[src/rtl/cga_comp_sequencer_if.sv]
`default_nettype none
// ============================================================================
//  Module   : cga_comp_sequencer_if
//  Purpose  : Mode-register write port and video timing outputs of the CGA sequencer.
//  Revision : 1.0  initial release
// ============================================================================
interface cga_comp_sequencer_if;
    logic       cfg_we;
    logic [7:0] cfg_data;
    logic       hclk;
    logic       lclk;
    logic       hsync;
    logic       vsync_l;
    logic       disp_en;
    logic [6:0] h_char;
    logic [8:0] v_line;
    logic       bw_mode;
    logic       frame_start;
    logic [7:0] mode_active;

    modport master (
        output cfg_we, cfg_data,
        input  hclk, lclk, hsync, vsync_l, disp_en, h_char, v_line,
        input  bw_mode, frame_start, mode_active
    );

    modport slave (
        input  cfg_we, cfg_data,
        output hclk, lclk, hsync, vsync_l, disp_en, h_char, v_line,
        output bw_mode, frame_start, mode_active
    );
endinterface
`default_nettype wire

[src/rtl/cga_comp_sequencer.sv]
`default_nettype none
// ============================================================================
//  Module   : cga_comp_sequencer
//  Purpose  : CGA character/line timing generator with a mode register applied at vsync.
//  Revision : 1.0  initial release
// ============================================================================
module cga_comp_sequencer #(
    parameter int H_TOTAL      = 114,
    parameter int H_DISP       = 80,
    parameter int H_SYNC_START = 90,
    parameter int H_SYNC_LEN   = 10,
    parameter int V_TOTAL      = 262,
    parameter int V_DISP       = 200,
    parameter int V_SYNC_START = 224,
    parameter int V_SYNC_LEN   = 3
) (
    input  logic                 clk,
    input  logic                 reset_n,
    cga_comp_sequencer_if.slave  bus
);

    localparam logic [6:0] c_h_last     = 7'(H_TOTAL - 1);
    localparam logic [6:0] c_h_disp     = 7'(H_DISP);
    localparam logic [6:0] c_hs_start   = 7'(H_SYNC_START);
    localparam logic [6:0] c_hs_end     = 7'(H_SYNC_START + H_SYNC_LEN);
    localparam logic [8:0] c_v_last     = 9'(V_TOTAL - 1);
    localparam logic [8:0] c_v_disp     = 9'(V_DISP);
    localparam logic [8:0] c_vs_start   = 9'(V_SYNC_START);
    localparam logic [8:0] c_vs_end     = 9'(V_SYNC_START + V_SYNC_LEN);

    typedef enum logic [0:0] {
        ST_IDLE       = 1'b0,
        ST_WAIT_VSYNC = 1'b1
    } state_t;

    logic [3:0] r_prescale;
    logic [6:0] r_h_char;
    logic [8:0] r_v_line;
    logic [7:0] r_pending;
    logic       r_pending_valid;
    logic [7:0] r_mode;
    state_t     r_state;

    logic w_hclk;
    logic w_h_wrap;
    logic w_v_wrap;
    logic w_apply_time;

    // Wrap compares use >= so a corrupted counter recovers on the next strobe.
    assign w_hclk       = (r_prescale == 4'hF);
    assign w_h_wrap     = w_hclk && (r_h_char >= c_h_last);
    assign w_v_wrap     = w_h_wrap && (r_v_line >= c_v_last);
    assign w_apply_time = (r_v_line == c_vs_start) && (r_h_char == 7'd0) && (r_prescale == 4'd0);

    always_ff @(posedge clk or negedge reset_n) begin
        if (!reset_n) begin
            r_prescale <= 4'd0;
            r_h_char   <= 7'd0;
            r_v_line   <= 9'd0;
        end else begin
            r_prescale <= r_prescale + 4'd1;
            if (w_hclk) begin
                if (w_h_wrap) begin
                    r_h_char <= 7'd0;
                    r_v_line <= w_v_wrap ? 9'd0 : r_v_line + 9'd1;
                end else begin
                    r_h_char <= r_h_char + 7'd1;
                end
            end
        end
    end

    // A write landing on the apply cycle bypasses the pending register.
    always_ff @(posedge clk or negedge reset_n) begin
        if (!reset_n) begin
            r_state         <= ST_IDLE;
            r_pending       <= 8'd0;
            r_pending_valid <= 1'b0;
            r_mode          <= 8'd0;
        end else begin
            if (bus.cfg_we && w_apply_time) begin
                r_mode          <= bus.cfg_data;
                r_pending_valid <= 1'b0;
                r_state         <= ST_IDLE;
            end else if (bus.cfg_we) begin
                r_pending       <= bus.cfg_data;
                r_pending_valid <= 1'b1;
                r_state         <= ST_WAIT_VSYNC;
            end else if (r_state == ST_WAIT_VSYNC && w_apply_time) begin
                r_mode          <= r_pending;
                r_pending_valid <= 1'b0;
                r_state         <= ST_IDLE;
            end
        end
    end

    assign bus.hclk        = w_hclk;
    assign bus.lclk        = w_hclk & r_h_char[0];
    assign bus.hsync       = (r_h_char >= c_hs_start) && (r_h_char < c_hs_end);
    assign bus.vsync_l     = !((r_v_line >= c_vs_start) && (r_v_line < c_vs_end));
    assign bus.disp_en     = (r_h_char < c_h_disp) && (r_v_line < c_v_disp) && r_mode[3];
    assign bus.h_char      = r_h_char;
    assign bus.v_line      = r_v_line;
    assign bus.bw_mode     = r_mode[2];
    assign bus.frame_start = w_v_wrap;
    assign bus.mode_active = r_mode;

endmodule
`default_nettype wire

[src/flat_wrapper.sv]
// flat-port wrapper written by rule: the top's interface ports become plain ports
module cga_comp_sequencer_flat 
#(
    parameter int H_TOTAL      = 114,
    parameter int H_DISP       = 80,
    parameter int H_SYNC_START = 90,
    parameter int H_SYNC_LEN   = 10,
    parameter int V_TOTAL      = 262,
    parameter int V_DISP       = 200,
    parameter int V_SYNC_START = 224,
    parameter int V_SYNC_LEN   = 3
)
  (clk, reset_n, bus_cfg_we, bus_cfg_data, bus_hclk, bus_lclk, bus_hsync, bus_vsync_l, bus_disp_en, bus_h_char, bus_v_line, bus_bw_mode, bus_frame_start, bus_mode_active);
  cga_comp_sequencer_if bus_i ();
  input  logic clk;
  input  logic reset_n;
  input wire logic [$bits(bus_i.cfg_we)-1:0] bus_cfg_we;
  input wire logic [$bits(bus_i.cfg_data)-1:0] bus_cfg_data;
  output wire logic [$bits(bus_i.hclk)-1:0] bus_hclk;
  output wire logic [$bits(bus_i.lclk)-1:0] bus_lclk;
  output wire logic [$bits(bus_i.hsync)-1:0] bus_hsync;
  output wire logic [$bits(bus_i.vsync_l)-1:0] bus_vsync_l;
  output wire logic [$bits(bus_i.disp_en)-1:0] bus_disp_en;
  output wire logic [$bits(bus_i.h_char)-1:0] bus_h_char;
  output wire logic [$bits(bus_i.v_line)-1:0] bus_v_line;
  output wire logic [$bits(bus_i.bw_mode)-1:0] bus_bw_mode;
  output wire logic [$bits(bus_i.frame_start)-1:0] bus_frame_start;
  output wire logic [$bits(bus_i.mode_active)-1:0] bus_mode_active;
  assign bus_i.cfg_we = bus_cfg_we;
  assign bus_i.cfg_data = bus_cfg_data;
  assign bus_hclk = bus_i.hclk;
  assign bus_lclk = bus_i.lclk;
  assign bus_hsync = bus_i.hsync;
  assign bus_vsync_l = bus_i.vsync_l;
  assign bus_disp_en = bus_i.disp_en;
  assign bus_h_char = bus_i.h_char;
  assign bus_v_line = bus_i.v_line;
  assign bus_bw_mode = bus_i.bw_mode;
  assign bus_frame_start = bus_i.frame_start;
  assign bus_mode_active = bus_i.mode_active;
  cga_comp_sequencer #(.H_TOTAL(H_TOTAL), .H_DISP(H_DISP), .H_SYNC_START(H_SYNC_START), .H_SYNC_LEN(H_SYNC_LEN), .V_TOTAL(V_TOTAL), .V_DISP(V_DISP), .V_SYNC_START(V_SYNC_START), .V_SYNC_LEN(V_SYNC_LEN)) u_core (.clk(clk), .reset_n(reset_n), .bus(bus_i));
endmodule
[config.mk]
export PLATFORM = sky130hd
export DESIGN_NAME = cga_comp_sequencer_flat
export DESIGN_NICKNAME = d
export VERILOG_FILES = /design/src/rtl/cga_comp_sequencer_if.sv /design/src/rtl/cga_comp_sequencer.sv /design/src/flat_wrapper.sv
export SDC_FILE = /design/constraint.sdc
export NUM_CORES = 1
export LEC_CHECK = 0
export ABC_AREA = 1
export CAP_MARGIN = 30
export CORE_ASPECT_RATIO = 1.1
export CORE_MARGIN = 2
export CORE_UTILIZATION = 50
export CTS_CLUSTER_DIAMETER = 30
export CTS_CLUSTER_SIZE = 14
export DETAILED_ROUTE_END_ITERATION = 7
export PLACE_DENSITY = 0.79
export SETUP_SLACK_MARGIN = 0.2
export SLEW_MARGIN = 20
export SYNTH_ARGS = -nofsm -noshare
export SYNTH_HDL_FRONTEND = slang
export SYNTH_SLANG_ARGS = --single-unit
[constraint.sdc]
create_clock -name clk -period 3.3 [get_ports clk]
set_clock_uncertainty 0.05 [all_clocks]
set_input_delay 0.495 -clock clk [delete_from_list [all_inputs] [get_ports clk]]
set_output_delay 0.495 -clock clk [all_outputs]
set_load 0.05 [all_outputs]
# Word-level counts from Yosys, hierarchy flattened
# Cells that the tools add are included.
# totals
regBits	37
inputBits	11
out_inout_bits	31
word_cells	48
# op_classes
n_addsub	3
order_cmp	8
n_eq_ne	3
n_mux	8
n_bitwise	2
reduce_logical	18
# op_table
operator	n
8-bit 2-to-1 mux	3
9-bit by 8-bit < comparator with 1-bit output (second input constant)	2
7-bit >= comparator (second input constant)	2
7-bit < comparator (second input constant)	2
1-bit logical AND	10
9-bit by 1-bit adder with 9-bit output (second input constant)	1
9-bit by 8-bit == test with 1-bit output (second input constant)	1
9-bit by 8-bit >= comparator with 1-bit output (second input constant)	1
9-bit >= comparator (second input constant)	1
9-bit 2-to-1 mux	1
7-bit by 1-bit adder with 7-bit output (second input constant)	1
7-bit zero test	1
7-bit 2-to-1 mux	1
2-bit AND reduction	3
4-bit by 1-bit adder with 4-bit output (second input constant)	1
4-bit == test (second input constant)	1
4-bit zero test	1
1-bit 2-to-1 mux	3
3-bit nonzero test	1
2-bit by 1-bit != test with 1-bit output (second input constant)	1
2-bit nonzero test	1
1-bit bitwise AND	1
1-bit zero test	1
1-bit NOT	1

# Longest topological paths before layout
# Gate-level depths: netlist of run 1.
# depth
ltp_word	7
depth_mapped	11
depth_no_buf	10

# Worst setup path after synthesis of run 1
# No wires, ideal clock.
# synth_path
kind	flip-flop to output port
start	register u_core.r_h_char[3] (netlist: u_core.bus.h_char[3])
end	output bus_hsync
arrival_ns	2.148
required_ns	2.755
setup_slack_ns	0.607
stages_incl_launch_ff	5
n_path_buf	0
path_cell_list	dfrtp_1 nand2_1 inv_1 o21ai_0 a211oi_1
# synth_between
elab_chain_cells	2
word_cells_on_any_way	3
cone_classes	2 x order compare; 1 x reduce/logical
# synth_rtl
item	line_no	source
start: declaration	cga_comp_sequencer.sv:37	logic [6:0] r_h_char;
start signal: assignment	cga_comp_sequencer.sv:67	r_h_char <= r_h_char + 7'd1;
7-bit >= comparator or 7-bit < comparator (tied branches)	cga_comp_sequencer.sv:99	assign bus.hsync = (r_h_char >= c_hs_start) && (r_h_char < c_hs_end);
1-bit logical AND (*)	cga_comp_sequencer.sv:99	
end: declaration	flat_wrapper.sv:21	output wire logic [$bits(bus_i.hsync)-1:0] bus_hsync;
# Mark *: on every way between the ends. The rest lies on a longest branch, timed or not.

# Worst setup path in the final report of run 1
# layout_path
start	register u_core.r_v_line[1] (netlist: u_core.bus.v_line[1])
end	output bus_frame_start
# layout_between
elab_chain_cells	2
# layout_rtl
item	line_no	source
start: declaration	cga_comp_sequencer.sv:38	logic [8:0] r_v_line;
start signal: assignment	cga_comp_sequencer.sv:65	r_v_line <= w_v_wrap ? 9'd0 : r_v_line + 9'd1;
9-bit >= comparator	cga_comp_sequencer.sv:52	assign w_v_wrap = w_h_wrap && (r_v_line >= c_v_last);
1-bit logical AND	cga_comp_sequencer.sv:52	
end: declaration	flat_wrapper.sv:27	output wire logic [$bits(bus_i.frame_start)-1:0] bus_frame_start;
# Every way passes these cells.

==> results.md, run 1 <==
- Initial DRC Count: 116
- Final #Nets: 333
- Reg2reg end: u_core.r_pending[5]$_DFFE_PN0P_
- Count of boundary I/O pins: 42
- Cells along the critical path: inv_1 -> ha_1 -> o21ai_0 -> nand3_1 -> nand2_1 -> nor2_1 -> clkdlybuf4s50_1
- Antenna cell count: 0
- Vias in the first global route: 1785
- Mean post-synth cell area: 7.71 sq um
- WL per Instance: 12.4 um
- DRC viols: 0
- Fin crit period: 2.89 ns
- Inserted Clock Buffers: 5
- WS Path Type: flop to output pin
- Initial Util: 0.523
- GRT Overall Usage: 0.217
- Row cnt: 24
- Synth Warn #: 0
- Final period utilization: 0.875
- Slew Viols, Final: 0
- GPL Wtd Cong: 0.827
- IO buf count: 41
- Hold_sp: u_core.r_pending[1]$_DFFE_PN0P_
- H-tree levels: 2
- DRT antenna net count: 0
- Synth Register Bits: 37
- Global route overflow: 0
- Flop2flop setup slack: 1.41 ns
- Path depth of the worst reg2reg path: 7
- Setup crit start kind: flop
- Clock slew at reported path FFs: 0.08 ns
- Layout area overhead: 27.0%
- First-pass GRT wire length: 7910 um
- Headroom to the max-slew limit: 0.656
- VDD IR-drop max: 0.000283 V
- Reg2reg start: u_core.bus.h_char[0]$_DFFE_PN0N_
- Final WL: 4550 um
- Cells after Synth: 271
- Max incr delay on CP: 0.81 ns
- Hold buffer count at cts: 0
- FMAX: 346 MHz
- Die Y: 71.8 um
- Drt first pass iters: 6
- Worst slew pin tran: 0.515 ns
- Worst Setup End Kind: output pin
- Die W: 65.7 um
- Post-CTS Repair Setup Buffers: 0
- Status: finished clean
- CTS resizes: 0
- DPL Wire Length: 3320 um
- Synth Cell Area: 2090 sq um
- Mapped Nets: 290
- Initial antenna violation count: 0
- WHS Endpoint: u_core.r_pending[1]$_DFFE_PN0P_
- Total number of vias: 1889
- Total power per unit cell area: 347 nW/um^2
- Final Setup Violations: 0
- Post-synthesis sequential area ratio: 0.443
- Max Root-Sink Buffers: 2
- Max Cap Violations: 0
- WP data required: 2.75 ns
- RSZ-0062 raised after global routing: no
- Synth cell types: 28
- Crit path max fanout: 10
- Layout cells sized above 1: 0.0762
- Setup TNS Final: 0 ns
- Core area: 3990 sq um
- CP arrival: 2.34 ns
- Clock latency on the worst-skew pair: 0.29 ns
- Die ar.: 4720 sq um
- Critical-path top delay cell: clkdlybuf4s50_1
- Leak: 1.39 nW
- CTS tree: built
- Hold Crit Class: flop to flop
- Hold Crit Depth: 2
- Fin. Hold Viols: 0
- Clock root buffer: clkbuf_8
- CTS Sinks: 37
- Worst hold slack: 0.427 ns
- Largest net degree at the start of global routing: 38
- Via density: 5.15
sequential cells by signal, indices dropped and copies added (netlist names):
| name | flops |
|---|---|
| u_core.bus.h_char | 7 |
| u_core.bus.mode_active | 8 |
| u_core.bus.v_line | 9 |
| u_core.r_pending | 8 |
| u_core.r_prescale | 4 |
| u_core.r_state | 1 |
routing by layer:
layer | part of all wire | up-vias | GRT usage | wire length [um]
li1 | - | 927 | - | -
met1 | 0.42 | 889 | 0.271 | 1890
met2 | 0.51 | 68 | 0.363 | 2310
met3 | 0.063 | 5 | 0.0361 | 286
met4 | 0.014 | 0 | 0.104 | 64
met5 | 0 | - | 0 | 0
synthesized netlist by cell type:
library cell  number  area share
inv_1             32       0.057
nand3_2            3       0.014
nor2_2             4       0.012
ha_1               8       0.048
nor3b_2            1      0.0060
nand2_1           94        0.17
nand4_4            1       0.010
a211oi_1           1      0.0036
nand4_1            2      0.0060
xor2_1             5       0.021
xnor2_1            2      0.0084
nor2_1            24       0.043
nor3_1             4      0.0096
a21oi_1            8       0.019
nand4_2            1      0.0060
buf_4              2      0.0072
nand3_1           22       0.053
nand3b_1           4       0.014
buf_2              3      0.0072
dfrtp_1           37        0.44
o211ai_1           1      0.0036
nor2_4             2       0.011
nand2_2            1      0.0030
or2_2              1      0.0030
buf_6              1      0.0054
clkbuf_1           1      0.0018
o21ai_0            5       0.012
and3_1             1      0.0030
per-stage QoR:
| step | cells | area [sq um] | utilization | setup slack [ns] | power, W |
|---|---|---|---|---|---|
| after floorplan | 271 | 2090 | - | 0.607 | 0.000495 |
| after global placement | 359 | 2540 | 0.635 | 0.793 | 0.000521 |
| after detailed placement | 359 | 2540 | 0.635 | 0.765 | 0.000523 |
| after CTS | 367 | 2660 | 0.665 | 0.443 | 0.000927 |
| after global routing | 367 | 2660 | 0.665 | 0.233 | 0.000959 |
| final | 367 | 2660 | 0.665 | 0.412 | 0.000922 |
worst max-delay path: cells and delay by family (launching register included):
kind	cells	cell delay, ns
and+or+nand+nor	3	0.47
buffers and inverters	2	0.93
DFF	1	0.43
adders and majority gates	1	0.14
AOI/OAI and AO/OA	1	0.08
final cells by class:
type / instances / area, sq um
sequential: 37 / 926
fill: 327 / 1340
timing repair buffer: 43 / 425
inverter: 32 / 120
clock buffer: 6 / 82.6
clock inverter: 2 / 37.5
tap: 52 / 65.1
multi-input combinational: 195 / 1000
power breakdown:
group | internal, W | switching [W]
clock | 0.000246 | 0.000162
combinational | 0.0000202 | 0.0000275
sequential | 0.000462 | 0.00000487
total | 0.000728 | 0.000195
kinds of logic after synthesis:
group | after synthesis | synth area share
AO/OA/AOI/OAI | 15 | 0.0383
XOR/XNOR | 7 | 0.0293
adder cells (fa/ha/maj) | 8 | 0.0479
buffers and inverters | 39 | 0.0790
flip-flops | 37 | 0.443
AND/OR/NAND/NOR | 165 | 0.363
cells in the final DEF, fill, tap and decap left out, types with 3 or more instances in the layout:
master / instances
a21oi_1: 8
clkbuf_8: 6
clkdlybuf4s50_1: 41
dfrtp_1: 37
ha_1: 8
inv_1: 32
nand2_1: 94
nand3_1: 22
nand3_2: 3
nand3b_1: 4
nor2_1: 24
nor2_2: 4
nor3_1: 4
o21ai_0: 5
xor2_1: 5
worst max path at each step:
stage | startpoint | endpoint | slack, ns | depth (start not counted)
CTS | u_core.bus.v_line[1]$_DFFE_PN0P_ | bus_frame_start | 0.44 | 7
global route | u_core.bus.v_line[1]$_DFFE_PN0P_ | bus_frame_start | 0.23 | 7
floorplan | u_core.bus.h_char[3]$_DFFE_PN0N_ | bus_hsync | 0.61 | 4
finish | u_core.bus.v_line[1]$_DFFE_PN0P_ | bus_frame_start | 0.41 | 7
detailed placement | u_core.bus.v_line[1]$_DFFE_PN0P_ | bus_frame_start | 0.77 | 7
global placement | u_core.bus.v_line[1]$_DFFE_PN0P_ | bus_frame_start | 0.79 | 7
No activity file was read; power rests on OpenSTA's default activity.
==> run 2, diff against run 1 <==
- PLACE_DENSITY: 0.79 -> 0.78
==> results.md, run 2 (synthesis gave the netlist of run 1 again) <==
- Layout fillers: 350 (+7.0%)
- CTS resizes: 0 (unchanged)
- Largest net degree at the start of global routing: 38 (unchanged)
- Clock slew at reported path FFs: 0.07 ns (about the same)
- Initial Util: 0.523 (unchanged)
- Reg2reg start: u_core.bus.h_char[0]$_DFFE_PN0N_
- Leak: 1.38 nW (-0.90%)
- RSZ-0062 raised after global routing: no
- Fin. Hold Viols: 0 (unchanged)
- Post-CTS Repair Setup Buffers: 0 (unchanged)
- Fin crit period: 2.88 ns (-0.0113 ns)
- Worst slew pin tran: 0.516 ns (+0.000764 ns)
- DPL Wire Length: 3220 um (-3.1%)
- Most frequent cells in the layout: 94 x nand2_1, 41 x clkdlybuf4s50_1, 37 x dfrtp_1
- Global route overflow: 0 (unchanged)
- CTS tree: built
- Total number of vias: 1815 (-3.9%)
- WP data required: 2.75 ns (about the same)
- WHS Endpoint: u_core.r_pending[3]$_DFFE_PN0P_
- DRT antenna net count: 0 (unchanged)
- Clk pwr share: 0.365 (-0.077)
- WS Path Type: flop to output pin
- Final WS setup: 0.423 ns (+0.0113 ns)
- P_sw: 0.000180 W (-7.6%)
- Initial DRC Count: 179 (+54%)
- GRT Overall Usage: 0.204 (-0.0126)
- Die W: 65.7 um (unchanged)
- Crit path launch: u_core.bus.v_line[1]$_DFFE_PN0P_
- Placement Setup Slack: 0.719 ns (-0.0462 ns)
- Final Setup Violations: 0 (unchanged)
- Slew Viols, Final: 0 (unchanged)
- FMAX: 348 MHz (+0.39%)
- Part of the power in registers: 0.577 (+0.071)
- Hold Crit Depth: 2 (unchanged)
- Setup crit start kind: flop
- Vias in the first global route: 1732 (-3.0%)
- Layout area overhead: 25.3%
- Status: finished clean
- Crit path max fanout: 10 (unchanged)
- First-pass GRT wire length: 7450 um (-5.9%)
- Total power per unit cell area: 309 nW/um^2 (-11%)
- Placed insts: 359 (unchanged)
- Core area: 3990 sq um (unchanged)
- Clock latency on the worst-skew pair: 0.28 ns (about the same)
- Cells along the critical path: inv_1 -> ha_1 -> o21ai_0 -> nand3_1 -> nand2_1 -> nor2_1 -> clkdlybuf4s50_1
- DRC viols: 0 (unchanged)
- Row cnt: 24 (unchanged)
- CTS Sinks: 37 (unchanged)
- Layout cells sized above 1: 0.0730 (-0.00317)
- Final #Nets: 333 (unchanged)
- Initial antenna violation count: 0 (unchanged)
- Flop2flop setup slack: 1.47 ns (+0.06 ns)
- Combinational fraction of design power: 0.058 (+0.006)
- VDD IR-drop max: 0.000289 V (+2.0%)
- Die Y: 71.8 um (unchanged)
- Max incr delay on CP: 0.81 ns (about the same)
- Max Cap Violations: 0 (unchanged)
- Hold buffer count at cts: 0 (unchanged)
- Reg2reg end: u_core.r_pending[7]$_DFFE_PN0P_
- H-tree levels: 2 (unchanged)
- WL per Instance: 11.7 um (-5.6%)
- Drt first pass iters: 4 (-2)
- Hold_sp: u_core.r_pending[3]$_DFFE_PN0P_
- Setup TNS Final: 0 ns (unchanged)
- Via density: 4.95 (-3.9%)
- Int Pwr: 0.000628 W (-14%)
- Antenna cell count: 0 (unchanged)
- Final WL: 4290 um (-5.6%)
- Clock root buffer: clkbuf_8
- Critical-path top delay cell: clkdlybuf4s50_1
- Non-Filler Instances: 367 (unchanged)
- Worst Setup End Kind: output pin
- Max FFs per register: 9 (unchanged)
- Die ar.: 4720 sq um (unchanged)
- Net Sw Frac: 0.223 (+0.0115)
- Hold Crit Class: flop to flop
- IO buf count: 41 (unchanged)
- Inserted Clock Buffers: 5 (unchanged)
- Count of boundary I/O pins: 42 (unchanged)
- Most common cell after layout, fill and taps aside: nand2_1
- GPL Wtd Cong: 0.855 (+3.4%)
- CP arrival: 2.33 ns (about the same)
- Headroom to the max-slew limit: 0.655 (about the same)
- Max Root-Sink Buffers: 2 (unchanged)
- Final period utilization: 0.872 (-0.00341)
- Path depth of the worst reg2reg path: 7 (unchanged)
==> run 2: changes by cell type in the layout (fill, tap and decap cells not counted), sizes merged <==
cell      delta
bufinv       -1
clkinv       +2
clkinvlp     -1
==> run 2: metal layers <==
metal | routed length [um] | GRT usage | vias up
li1 | - | - | 932
met1 | 2000 | 0.255 | 827
met2 | 2060 | 0.338 | 47
met3 | 148 | 0.0424 | 9
met4 | 85 | 0.0949 | 0
met5 | 0 | 0 | -
==> run 2: layout make-up <==
| class | instances | area (sq um) | area share |
|---|---|---|---|
| timing repair buffer | 43 | 425 | 0.162 |
| inverter | 32 | 120 | 0.0459 |
| clock buffer | 6 | 72.6 | 0.0277 |
| tap | 52 | 65.1 | 0.0248 |
| multi-input combinational | 195 | 1000 | 0.382 |
| clock inverter | 2 | 10.0 | 0.00382 |
| sequential | 37 | 926 | 0.354 |
==> run 2: stage by stage <==
step,util,area [sq um],hold WS [ns],total power (W)
after floorplan,-,2090,0.149,0.000495
after global placement,0.635,2540,0.404,0.000522
after detailed placement,0.635,2540,0.409,0.000523
after CTS,0.656,2620,0.426,0.000817
after global routing,0.656,2620,0.439,0.000847
final,0.656,2620,0.419,0.000808
==> run 2: worst max path at each step <==
| stage | to |
|---|---|
| after CTS | bus_frame_start |
| after detailed placement | bus_frame_start |
| after floorplan | bus_hsync |
| final | bus_frame_start |
| after global placement | bus_frame_start |
| after global routing | bus_frame_start |
==> run 2: power by group through the flow <==
| stage | Combinational, W | Sequential, W | Clock [W] |
|---|---|---|---|
| 2_1_floorplan | 0.0000209 | 0.000474 | 0 |
| 3_5_place_dp | 0.0000477 | 0.000475 | 0 |
| 3_3_place_gp | 0.0000470 | 0.000475 | 0 |
| 4_1_cts | 0.0000479 | 0.000466 | 0.000303 |
| 5_1_grt | 0.0000553 | 0.000467 | 0.000325 |
| 6_report | 0.0000469 | 0.000466 | 0.000295 |
==> run 2: critical path: cells and delay by family (launching register included) <==
kind	cells	cell delay [ns]
adder cells (fa/ha/maj)	1	0.16
buffers and inverters	2	0.93
flip-flops	1	0.43
AO/OA/AOI/OAI	1	0.08
AND/OR/NAND/NOR	3	0.45
